`src/rtl/memory_access_unit.sv`:
```
// Memory-stage load/store engine: runs one data-bus transaction per access
// (waitrequest handshake), builds lane enables / replicated store data and
// returns the sign/zero-extended load result. Stalls the pipeline until done.
module memory_access_unit (
    input  logic        clk,
    input  logic        reset,
    input  logic        memory_read_memory,
    input  logic        memory_write_memory,
    input  logic [2:0]  access_type_memory,
    input  logic [31:0] ALU_output_memory,
    input  logic [31:0] write_data_memory,
    output logic [31:0] data_address,
    output logic        data_read,
    output logic        data_write,
    output logic [3:0]  data_byteenable,
    output logic [31:0] data_writedata,
    input  logic [31:0] data_readdata,
    input  logic        data_waitrequest,
    output logic [31:0] read_data_memory,
    output logic        stall_memory,
    output logic        address_error_memory
);

    typedef enum logic [1:0] {StIdle, StBus, StDone} state_t;

    state_t      state_q, state_d;
    logic        is_write, is_read, access, is_byte, is_half, misaligned, start;
    logic [3:0]  be;
    logic [31:0] wdata;
    logic [1:0]  lane_q;
    logic [2:0]  type_q;
    logic [7:0]  ld_byte;
    logic [15:0] ld_half;
    logic [31:0] load_ext;

    // Decode the access presented by the memory stage; store wins over load.
    always_comb begin
        is_write   = memory_write_memory;
        is_read    = memory_read_memory & ~memory_write_memory;
        access     = is_write | is_read;
        is_byte    = (access_type_memory[1:0] == 2'b00);
        is_half    = (access_type_memory[1:0] == 2'b01);
        misaligned = is_half ? ALU_output_memory[0]
                   : (!is_byte && (ALU_output_memory[1:0] != 2'b00));
        start      = access & ~misaligned;
        if (is_byte) begin
            be    = 4'b0001 << ALU_output_memory[1:0];
            wdata = {4{write_data_memory[7:0]}};
        end else if (is_half) begin
            be    = ALU_output_memory[1] ? 4'b1100 : 4'b0011;
            wdata = {2{write_data_memory[15:0]}};
        end else begin
            be    = 4'b1111;
            wdata = write_data_memory;
        end
    end

    // Extract the addressed lane(s) of the returned word and extend them.
    always_comb begin
        unique case (lane_q)
            2'd0:    ld_byte = data_readdata[7:0];
            2'd1:    ld_byte = data_readdata[15:8];
            2'd2:    ld_byte = data_readdata[23:16];
            default: ld_byte = data_readdata[31:24];
        endcase
        ld_half = lane_q[1] ? data_readdata[31:16] : data_readdata[15:0];
        unique case (type_q[1:0])
            2'b00:   load_ext = type_q[2] ? {24'h0, ld_byte} : {{24{ld_byte[7]}}, ld_byte};
            2'b01:   load_ext = type_q[2] ? {16'h0, ld_half} : {{16{ld_half[15]}}, ld_half};
            default: load_ext = data_readdata;
        endcase
    end

    // Next state, stall and misalignment flag.
    always_comb begin
        state_d              = state_q;
        stall_memory         = 1'b0;
        address_error_memory = 1'b0;
        unique case (state_q)
            StIdle: begin
                address_error_memory = access & misaligned;
                stall_memory         = start;
                if (start) state_d = StBus;
            end
            StBus: begin
                stall_memory = 1'b1;
                if (!data_waitrequest) state_d = StDone;
            end
            default: state_d = StIdle;
        endcase
    end

    // State, bus registers and load result.
    always_ff @(posedge clk or posedge reset) begin
        if (reset) begin
            state_q          <= StIdle;
            data_address     <= 32'h0;
            data_read        <= 1'b0;
            data_write       <= 1'b0;
            data_byteenable  <= 4'h0;
            data_writedata   <= 32'h0;
            read_data_memory <= 32'h0;
            lane_q           <= 2'b00;
            type_q           <= 3'b000;
        end else begin
            state_q <= state_d;
            unique case (state_q)
                StIdle: begin
                    if (start) begin
                        data_address    <= {ALU_output_memory[31:2], 2'b00};
                        data_read       <= is_read;
                        data_write      <= is_write;
                        data_byteenable <= be;
                        data_writedata  <= wdata;
                        lane_q          <= ALU_output_memory[1:0];
                        type_q          <= access_type_memory;
                    end
                end
                StBus: begin
                    if (!data_waitrequest) begin
                        data_read  <= 1'b0;
                        data_write <= 1'b0;
                        if (data_read) read_data_memory <= load_ext;
                    end
                end
                default: ;
            endcase
        end
    end

endmodule

```
`config.mk`:
```
export PLATFORM = sky130hd
export DESIGN_NAME = memory_access_unit
export DESIGN_NICKNAME = d
export VERILOG_FILES = /design/src/rtl/memory_access_unit.sv
export SDC_FILE = /design/constraint.sdc
export NUM_CORES = 1
export LEC_CHECK = 0
export CORE_AREA = 2 2 123 125
export CTS_CLUSTER_SIZE = 20
export DETAILED_ROUTE_END_ITERATION = 12
export DIE_AREA = 0 0 125 127
export PLACE_DENSITY_LB_ADDON = 0.15
export SLEW_MARGIN = 25
export SYNTH_ARGS = -nofsm -noshare
export SYNTH_HDL_FRONTEND = slang
export SYNTH_SLANG_ARGS = --single-unit
```
`constraint.sdc`:
```
create_clock -name clk -period 4.2 [get_ports clk]
set_clock_uncertainty 0.1 [all_clocks]
set_input_delay 1.26 -clock clk [delete_from_list [all_inputs] [get_ports clk]]
set_output_delay 1.26 -clock clk [all_outputs]
set_load 0.01 [all_outputs]
```
==> reports/metrics.cfg <==
[worst_setup_path]
crit_top_cell = clkdlybuf4s50_1
crit_chain = clkdlybuf4s50_1 -> o21ai_2 -> nand4b_1 -> nand2_1 -> clkdlybuf4s50_1
crit_path_start_kind = input pin
r2r-start = type_q[1]
required_ps = 2840
crit_family = buffers and inverters
critPathArrivalTime_ps = 2760
cp-end-kind = primary output
cp_slowest_stage_delay_ps = 550
worstPathMaxFanout = 3
path_class = input pin to primary output
worstSetupStartpoint = ALU_output_memory[0]
crit_slowest_cell = clkdlybuf4s50_1
crit_buf_inv = 2

[drt]
viasPerCell = 4.924
firstDrtPassIters = 5
wl_per_cell_um = 16.08
vias = 4579
wirelength_um = 14950
drcViolationCount = 0
dr.first_iter.drc_count = 248
ant_nets = 0

[pwr]
p_per_area_nw_per_um2 = 617.4
ir_drop_uv = 248.4
leakage_nw = 3.354

[global_route]
grt_util_all_layers_pct = 18.57
grt_overflow = 0
grt_pass1_wl_um = 23690
grt_pass1_vias = 4577
grt_max_degree = 94
antenna_found_initial = 0

[synth]
ys_seq_area_share_pct = 53.14
async_flop_share_pct = 100.0
ys_ff_latch = 107
synth_area_leaders = dfrtp_1 53%, nand2_1 15%, mux2i_1 6.0%
netlist_instances = 552
ys.flop_type = dfrtp_1
synth_cell_types = 47
yosysTopAreaCellShare_pct = 53.14
yosysMostFrequentCell = nand2_1
syn_area_um2 = 5039
syn_area_per_cell_um2 = 9.128
synth-edff-count = 0
synthTopCellsByCount = 197 x nand2_1, 107 x dfrtp_1, 38 x o21ai_0, 35 x nor2_1, 30 x mux2i_1
synth_top_cell_by_area = dfrtp_1
yosysWarnings = 0

[clock_tree]
h-tree-depth = 3
cts_tree = done
cts.clk_slew.worst_paths_ps = 70
worstSkewPairLatency_ps = 350
cts_hold_buf = 0
root_buffer = clkbuf_16
cts.sinks = 107
cts_setup_buffers = 0
cts_buffer_depth = 2
cts_resized = 0
tritoncts.num_buffers = 9

[floorplan]
die_h_um = 127
initial_core_util_pct = 34.93
rows = 44
core_area_um2 = 14420
pin_count = 208
die_w_um = 125
design.die.area_um2 = 15880

[sta]
final_hold_viol_count = 0
period_share_pct = 98.09
fin_setup_tns_ps = 0
min_period_ps = 4120
slew_violations = 0
tightest_slew_ps = 920.5
rsz0062_at_grt = no
setup_viol = 0
max_slew_margin_pct = 38.63
fmax_mhz = 242.7

[placement]
place.gp.congestion = 0.8362
dp.final_hpwl_um = 10930
portBuffers = 205

[layout]
n_antenna_cell = 0
fin_nets = 846
syn_to_final_growth_pct = 49.17
register_area_um2 = 2678
drive_gt1_share_pct = 5.764
fillers = 1369
final_util_pct = 52.11
multi_input_area_um2 = 2125

[job]
maxCapViolations = 0

[status]
outcome = complete, no violations

[worst_hold_path]
hold_path_startpoint = data_address[20]
hold_path_class = flip-flop to flip-flop

[flip-flops by register name, indices dropped and copies added (netlist names)]
| signal | cells |
|---|---|
| data_writedata | 32 |
| read_data_memory | 32 |
| data_address | 30 |
| data_byteenable | 4 |
| type_q | 3 |
| lane_q | 2 |
| state_q | 2 |
| data_read | 1 |
| data_write | 1 |
[cells by family (layout without fill, tap and decap cells)]
| group | after synthesis | after routing | share of synthesized area (%) |
|---|---|---|---|
| buffers and inverters | 43 | 236 | 4.793 |
| and+or+nand+nor | 255 | 255 | 20.83 |
| DFF | 107 | 107 | 53.14 |
| AOI/OAI and AO/OA | 109 | 109 | 13.63 |
| muxes | 37 | 37 | 7.524 |
| other | 1 | 2 | 0.07443 |
[through the flow]
step	cells	power, mW	hold WS, ps	setup WS [ps]	instance area (um^2)
2_1_floorplan	553	2.660	396.5	22.76	5042
3_3_place_gp	915	3.765	355.8	96.77	7213
3_5_place_dp	915	3.812	361.7	67.97	7213
4_1_cts	930	4.700	378.9	70.23	7516
5_1_grt	930	4.957	405.6	0.9497	7516
6_report	930	4.640	373.5	80.36	7516
[where the power goes]
part | switching [mW] | total [mW] | internal [mW] | leakage (nW)
Clock | 0.375 | 0.869 | 0.494 | 0.145
Combinational | 0.907 | 2.00 | 1.10 | 1.90
Sequential | 0.312 | 1.77 | 1.46 | 1.31
[worst min-delay path: cells and delay by family (launching register included)]
| kind | cells | cell delay, ps |
|---|---|---|
| AND/OR/NAND/NOR | 2 | 110 |
| flip-flops | 1 | 340 |
[final cells by class]
cell class	count	share of cell area (%)
Clock inverter	3	0.6159
Inverter	5	0.2830
Sequential cell	107	35.63
Clock buffer	12	3.413
Multi-Input combinational cell	403	28.27
Timing Repair Buffer	216	28.73
Tap cell	184	3.063
[final timing paths]
check | endpoint | slack [ps] | depth (start not counted)
worst max-delay path | stall_memory | 80 | 5
worst min-delay path | data_address[20] | 370 | 2
worst max register to register | read_data_memory[22] | 1900 | 3
worst min register to register | data_address[20] | 370 | 2
max in group asynchronous | read_data_memory[8] | 2110 | 3
min in group asynchronous | read_data_memory[22] | 1260 | 2
[cell usage in the layout, fill, tap and decap left out, types with 3 or more instances in the layout]
cell type        instances
nand2_1                197
clkdlybuf4s50_1        205
o21ai_0                 38
o41ai_1                  6
mux2_2                   7
a22oi_1                  7
a21oi_1                 29
inv_1                    4
mux2i_1                 30
dfrtp_1                107
o22ai_1                  5
nand2b_1                 3
nor2b_1                  3
clkbuf_16                9
a211oi_1                 6
buf_4                    9
nor2_1                  35
[layer usage]
layer | GRT usage, % | up-vias | routed length, um
met1 | 24.29 | 2171 | 6613
met3 | 6.323 | 18 | 1364
met4 | 6.340 | 0 | 230
met5 | 0 | - | 0
met2 | 29.00 | 166 | 6742
li1 | - | 2224 | -
No activity file was read; power rests on OpenSTA's default activity.
